==> config.mk <==
export PLATFORM = sky130hd
export DESIGN_NAME = pmem_loader
export DESIGN_NICKNAME = d
export VERILOG_FILES = /design/src/rtl/pmem_loader.sv
export SDC_FILE = /design/constraint.sdc
export NUM_CORES = 1
export LEC_CHECK = 0
export BUFFER_PORTS_ARGS = -buffer_cell sky130_fd_sc_hd__buf_2
export CORE_MARGIN = 1
export CORE_UTILIZATION = 42
export CTS_CLUSTER_DIAMETER = 120
export DETAILED_ROUTE_END_ITERATION = 6
export PLACE_DENSITY = 0.66
export SLEW_MARGIN = 5
export SYNTH_ARGS = -nofsm -noshare
export SYNTH_HDL_FRONTEND = slang
export SYNTH_SLANG_ARGS = --single-unit
export TNS_END_PERCENT = 100
==> constraint.sdc <==
create_clock -name CLK -period 3 [get_ports CLK]
set_input_delay 0.6 -clock CLK [delete_from_list [all_inputs] [get_ports CLK]]
set_output_delay 0.6 -clock CLK [all_outputs]
set_load 0.005 [all_outputs]
==> src/rtl/pmem_loader.sv <==
// Framed byte-stream loader: packs LEN/payload/CS frames into 16-bit words,
// writes them into program memory from address 0 and holds the CPU while loading.
module pmem_loader #(
  parameter int unsigned ADDR_W = 9,
  parameter int unsigned DEPTH  = 512
) (
  input  logic              CLK,
  input  logic              RST,
  input  logic              start,
  input  logic [7:0]        in_data,
  input  logic              in_valid,
  output logic              in_ready,
  output logic [ADDR_W-1:0] pm_addr,
  output logic [15:0]       pm_wdata,
  output logic              pm_we,
  output logic              cpu_hold,
  output logic              busy,
  output logic              done,
  output logic              error,
  output logic [ADDR_W:0]   word_count
);

  typedef enum logic [2:0] {
    S_IDLE, S_LEN_LO, S_LEN_HI, S_DATA_LO, S_DATA_HI, S_CHECK, S_DONE, S_ERR
  } state_t;

  state_t              state_q, state_d;
  logic [15:0]         len_q;
  logic [7:0]          sum_q;
  logic [7:0]          lo_q;
  logic [ADDR_W:0]     wc_q;
  logic                in_ready_q, busy_q, done_q, error_q, hold_q, we_q;
  logic [ADDR_W-1:0]   addr_q;
  logic [15:0]         wdata_q;

  logic                take;
  logic                start_ok;
  logic                last_word;
  logic                active_d;
  logic [15:0]         len_n;

  // Next-state decode; outputs are registered from state_d below.
  always_comb begin
    take      = in_valid & in_ready_q;
    start_ok  = start & ((state_q == S_IDLE) | (state_q == S_DONE) | (state_q == S_ERR));
    len_n     = {in_data, len_q[7:0]};
    last_word = ((16'(wc_q) + 16'd1) == len_q);
    state_d   = state_q;
    case (state_q)
      S_IDLE, S_DONE, S_ERR: if (start_ok) state_d = S_LEN_LO;
      S_LEN_LO:  if (take) state_d = S_LEN_HI;
      S_LEN_HI:
        if (take) begin
          if (32'(len_n) > DEPTH)   state_d = S_ERR;
          else if (len_n == 16'd0)  state_d = S_CHECK;
          else                      state_d = S_DATA_LO;
        end
      S_DATA_LO: if (take) state_d = S_DATA_HI;
      S_DATA_HI: if (take) state_d = last_word ? S_CHECK : S_DATA_LO;
      S_CHECK:   if (take) state_d = (in_data == sum_q) ? S_DONE : S_ERR;
      default:   state_d = S_IDLE;
    endcase
    active_d = (state_d == S_LEN_LO) | (state_d == S_LEN_HI) | (state_d == S_DATA_LO) |
               (state_d == S_DATA_HI) | (state_d == S_CHECK);
  end

  always_ff @(posedge CLK) begin
    if (RST) begin
      state_q    <= S_IDLE;
      len_q      <= '0;
      sum_q      <= '0;
      lo_q       <= '0;
      wc_q       <= '0;
      in_ready_q <= 1'b0;
      busy_q     <= 1'b0;
      done_q     <= 1'b0;
      error_q    <= 1'b0;
      hold_q     <= 1'b0;
      we_q       <= 1'b0;
      addr_q     <= '0;
      wdata_q    <= '0;
    end else begin
      state_q    <= state_d;
      in_ready_q <= active_d;
      busy_q     <= active_d;
      done_q     <= (state_d == S_DONE);
      error_q    <= (state_d == S_ERR);
      // Hold stays up through ERR so the CPU never runs a bad image.
      hold_q     <= active_d | (state_d == S_ERR);
      we_q       <= 1'b0;
      if (start_ok) begin
        sum_q <= '0;
        wc_q  <= '0;
        len_q <= '0;
      end
      if (take) begin
        case (state_q)
          S_LEN_LO: begin
            len_q[7:0] <= in_data;
            sum_q      <= sum_q + in_data;
          end
          S_LEN_HI: begin
            len_q[15:8] <= in_data;
            sum_q       <= sum_q + in_data;
          end
          S_DATA_LO: begin
            lo_q  <= in_data;
            sum_q <= sum_q + in_data;
          end
          S_DATA_HI: begin
            we_q    <= 1'b1;
            addr_q  <= wc_q[ADDR_W-1:0];
            wdata_q <= {in_data, lo_q};
            wc_q    <= wc_q + (ADDR_W+1)'(1);
            sum_q   <= sum_q + in_data;
          end
          default: ;
        endcase
      end
    end
  end

  assign in_ready   = in_ready_q;
  assign busy       = busy_q;
  assign done       = done_q;
  assign error      = error_q;
  assign cpu_hold   = hold_q;
  assign pm_we      = we_q;
  assign pm_addr    = addr_q;
  assign pm_wdata   = wdata_q;
  assign word_count = wc_q;

endmodule

# Yosys cells after proc, flatten, opt, wreduce, memory -nomap -nowiden
# Index checks and enable logic that the tools add are counted.
dict set report totals {
  elab_cells 71
  ff_bits 75
  inputBits 12
}
dict set report op_classes {
  muxes 22
  bitwise_logic 10
  eq_ne 16
  n_addsub 3
  order_cmp 1
  reduce_logical 7
}
# operator n
set op_table {}
lappend op_table {{2-to-1 mux 8 bit} 5}
lappend op_table {{2-to-1 mux 16 bit} 2}
lappend op_table {{2-to-1 mux 10 bit} 3}
lappend op_table {{2-to-1 mux 3 bit} 9}
lappend op_table {{== test 3 bit, second input constant} 8}
lappend op_table {{one-hot mux 3 bit (6 select lines)} 1}
lappend op_table {{== test 11 x 16 -> 1 bit} 1}
lappend op_table {{> comparator 16 x 10 -> 1 bit, second input constant} 1}
lappend op_table {{logical NOT 16 bit} 1}
lappend op_table {{== test 3 x 2 -> 1 bit, second input constant} 4}
lappend op_table {{adder 10 x 1 -> 11 bit, second input constant} 1}
lappend op_table {{adder 10 x 1 -> 10 bit, second input constant} 1}
lappend op_table {{adder 8 bit} 1}
lappend op_table {{== test 8 bit} 1}
lappend op_table {{bitwise OR 1 bit} 7}
lappend op_table {{== test 3 x 1 -> 1 bit, second input constant} 2}
lappend op_table {{AND reduction 2 bit} 2}
lappend op_table {{OR reduction 4 bit} 1}
lappend op_table {{logical NOT 3 bit} 1}
lappend op_table {{OR reduction 3 bit} 1}
lappend op_table {{AND 1 bit} 2}
lappend op_table {{2-to-1 mux 1 bit} 2}
lappend op_table {{OR reduction 2 bit} 1}
lappend op_table {{inverter 1 bit} 1}

# Logic depth before layout (Yosys ltp)
dict set report depth {
  ltp_word 12
  depth_mapped 11
  mapped_depth_nobuf 11
}

# Least setup slack after synthesis
# No wires, ideal clock.
dict set report synth_path {
  kind {register to register}
  from {register wc_q[0], in the netlist word_count[0]}
  to {register done_q, in the netlist done}
  period_less_slack_ns 2.385
  required_ns 2.884
  setup_slack_ns 0.615
  arrival_time_ns 2.269
  stages_incl_launch_ff 10
  cell_sequence {dfxtp_1 -> ha_1 -> and2_1 -> nand3_4 -> a2111oi_2 -> a31oi_1 -> a2111oi_4 -> o31a_4 -> o21ai_2 -> and3_2}
}
dict set report synth_via {
  elab_chain_len 6
}
# element line_no
set synth_lines {}
lappend synth_lines {{from (decl)} 31} ;# logic [ADDR_W:0] wc_q;
lappend synth_lines {{from (signal assigned)} 114} ;# wc_q <= wc_q + (ADDR_W+1)'(1);
lappend synth_lines {{adder 10 x 1 -> 11 bit} 47} ;# last_word = ((16'(wc_q) + 16'd1) == len_q);
lappend synth_lines {{== test 11 x 16 -> 1 bit} 47}
lappend synth_lines {{2-to-1 mux 3 bit (2 in a row)} 59} ;# S_DATA_HI: if (take) state_d = last_word ? S_CHECK : S_DATA_LO;
lappend synth_lines {{one-hot mux 3 bit (6 select lines)} 49} ;# case (state_q)
lappend synth_lines {{== test 3 bit} 86} ;# done_q <= (state_d == S_DONE);
lappend synth_lines {{to (signal assigned)} 86}
lappend synth_lines {{to (decl)} 32} ;# logic in_ready_q, busy_q, done_q, error_q, hold_q, we_q;
# Every way passes these cells.
# A chain may end at the register's enable or synchronous reset.

# Worst setup path after layout
# Same ends and word-level chain as after synthesis.

==> results.yml <==
synthesis:
  syn_inst: 442
  synthMuxAreaShare_pct: 2.274
  synth_cell_types: 56
  synth_compound_area_share_pct: 18.16
  synth_area_um2: 3576
  synth_fp_nets: 463
  yosys_most_used_dff: "dfxtp_1"
  yosysTopAreaCell: "dfxtp_1"
  synth_xor_area_share_pct: 5.143
  synth-edff-count: 0
  synth_seq_area_share_pct: 41.99
  synth.area.top_cells: "dfxtp_1, nand2_1, a21oi_1"
  synthAdderAreaFrac_pct: 3.359
  synthTopCellsByCount: "nand2_1, dfxtp_1, a21oi_1"
  yosysWarnings: 0
  synth_top_family_by_area: "simple AND/OR/NAND/NOR gates"
  yosys.area_share.simple_pct: 24.67
  ys_async_sr_fraction_pct: 0
  ys_ff_latch: 75
  yosysMostFrequentCell: "nand2_1"
  synth_top_area_share_pct: 41.99
  syn_avg_cell_area_um2: 8.090
floorplan:
  fp-row-count: 33
  start_util_pct: 43.52
  die_x_um: 94.27
  io_pins: 53
  dieArea_um2: 8887
  core_area_um2: 8217
  die_y_um: 94.27
status:
  outcome: "finished, final reports clean"
cells_and_area:
  layoutNonFillerInstCount: 597
  nNetsFinal: 508
  area.growth.synth_to_final_pct: 15.15
  drive_gt1_share_pct: 19.51
  utilization_pct: 50.11
  n_antenna_cell: 0
clocking:
  path_clk_slew_ps: 90
  cts_tree: "built"
  post_cts_buffers: 0
  numCtsBuffers: 9
  cts_root_buf: "clkbuf_8"
  cts_hold_buf: 0
  cts.sinks: 75
  htreeDepth: 3
  clkLatencyLatePin_ps: 350
  cts_buffer_depth: 2
  cts_resized: 0
timing:
  fmax_ghz: 0.3761
  setup_violations: 0
  relSlewSlack_pct: 50.89
  tns_ps: 0
  finalHoldWorstSlack_ps: 454.1
  worstMarginPinSlew_ps: 736.2
  fin_skew_ps: 7.748
  slew_viol_final: 0
  period_share_pct: 88.63
  fin_crit_ps: 2659
  hold_viol: 0
  rsz0062_at_grt: "false"
detailed_routing:
  wl_mm: 8.719
  vias: 3215
  route.detailed.drc: 0
  dr.pass1.iters: 4
  drt_iter0_markers: 162
  ant_nets: 0
  wl_per_cell_um: 14.60
  routed_via_density: 5.385
placed_design:
  io_buffers: 52
  dp_hpwl_mm: 6.112
  place_inst: 581
  gp_congestion: 0.8794
worst_setup_path:
  crit_type: "flop to flop"
  cpPeakStageDelay_ps: 490
  crit_chain: "ha_1 -> and2_1 -> nand3_4 -> a2111oi_2 -> a31oi_1 -> a2111oi_4 -> o31a_4 -> o21ai_2 -> and3_2"
  cp_max_fo: 8
  cp.required_ps: 3250
  rrSetupSlack_ps: 340
  start_kind: "flop"
  cp-end-kind: "flop"
  r2r_cells: 9
  slowest_stage: "dfxtp_1"
  worstPathArrival_ps: 2910
min_path:
  hp-class: "flop to flop"
  worstHoldPathCells: 2
power:
  power_mw: 1.911
  p_leak_nw: 1.685
  power_per_cell_area_nw_per_um2: 464.0
  irDropWorstVdd_mv: 0.2250
run:
  drv_cap: 0
global_route:
  grt_pass1_wl_mm: 14.15
  grt_max_degree: 40
  grt_pass1_vias: 2898
  grt-ovfl-total: 0
  track_usage_pct: 20.85
  antenna_found_initial: 0
worst paths after layout:
check                      startpoint                 endpoint
max          word_count[0]$_SDFF_PP0_          done$_SDFF_PP0_
min reg2reg   pm_addr[4]$_SDFFE_PP0P_  pm_addr[4]$_SDFFE_PP0P_
max reg2reg  word_count[0]$_SDFF_PP0_          done$_SDFF_PP0_
min           pm_addr[4]$_SDFFE_PP0P_  pm_addr[4]$_SDFFE_PP0P_
layout make-up:
| type | count | area [µm²] |
|---|---|---|
| Clock inverter | 7 | 58.81 |
| Timing Repair Buffer | 63 | 355.3 |
| Clock buffer | 9 | 123.9 |
| Tap cell | 105 | 131.4 |
| Inverter | 8 | 30.03 |
| Multi-Input combinational cell | 330 | 1917 |
| Fill cell | 797 | 4099 |
| Sequential cell | 75 | 1501 |
state kept, by name, summed over array words and instances (netlist names):
signal,cells
busy,1
sum_q,8
error,1
pm_addr,9
pm_we,1
lo_q,8
state_q,3
cpu_hold,1
pm_wdata,16
word_count,10
done,1
len_q,16
power breakdown:
part           switching (mW)  total [mW]  internal (mW)  leakage (nW)
registers              0.0125        1.02           1.01         0.605
clock network           0.426       0.741          0.315        0.0925
logic                  0.0969       0.152         0.0546         0.987
total                   0.535        1.91           1.38          1.68
layout by cell type (no fill, tap or decap), types with 2 or more instances in the layout:
| cell type | netlist | final |
|---|---|---|
| nand2_1 | 85 | 85 |
| dfxtp_1 | 75 | 75 |
| a21oi_1 | 57 | 57 |
| buf_2 | 3 | 52 |
| nor2_1 | 39 | 39 |
| nand3_1 | 23 | 23 |
| xnor2_1 | 15 | 15 |
| o21ai_0 | 10 | 10 |
| buf_4 | 2 | 10 |
| clkbuf_8 | 0 | 9 |
| inv_1 | 8 | 8 |
| ha_1 | 8 | 8 |
| nor3_1 | 7 | 7 |
| mux2i_1 | 7 | 7 |
| a22oi_1 | 7 | 7 |
| xor2_1 | 6 | 6 |
| nor4_1 | 6 | 6 |
| and3_1 | 5 | 5 |
| nand2b_1 | 4 | 4 |
| or3_1 | 4 | 4 |
| o41ai_1 | 3 | 3 |
| a31oi_1 | 3 | 3 |
| o31ai_1 | 3 | 3 |
| inv_6 | 0 | 3 |
| or2_2 | 2 | 2 |
| and3_2 | 2 | 2 |
| and2_1 | 2 | 2 |
| o21a_1 | 2 | 2 |
| a21o_1 | 2 | 2 |
| nor2b_1 | 2 | 2 |
| a311oi_1 | 2 | 2 |
kinds of logic after synthesis:
kind of cell	count (synthesis)
adder cells (fa/ha/maj)	9
AO/OA/AOI/OAI	101
flip-flops	75
buffers and inverters	37
multiplexers	8
XOR/XNOR	21
AND/OR/NAND/NOR	191
through the flow:
| stage | cell area (µm²) | worst slack [ps] |
|---|---|---|
| final | 4118 | 341.2 |
| after global routing | 4118 | 134.7 |
| after CTS | 4118 | 351.2 |
| after detailed placement | 3935 | 391.6 |
| after global placement | 3935 | 446.5 |
| after floorplan | 3576 | 614.5 |
worst max-delay path, delay by kind of cell (launching register included):
family | cells | cell delay, ps
adders and majority gates | 1 | 290
DFF | 1 | 490
AOI/OAI and AO/OA | 5 | 1160
and+or+nand+nor | 3 | 610
routing by layer:
layer / track usage, % / routed length, µm
met2: 32.49 / 4131
met5: 0 / 0
met3: 4.935 / 563
met4: 10.38 / 166
met1: 26.71 / 3858
Power figures use the tool's default switching activity.
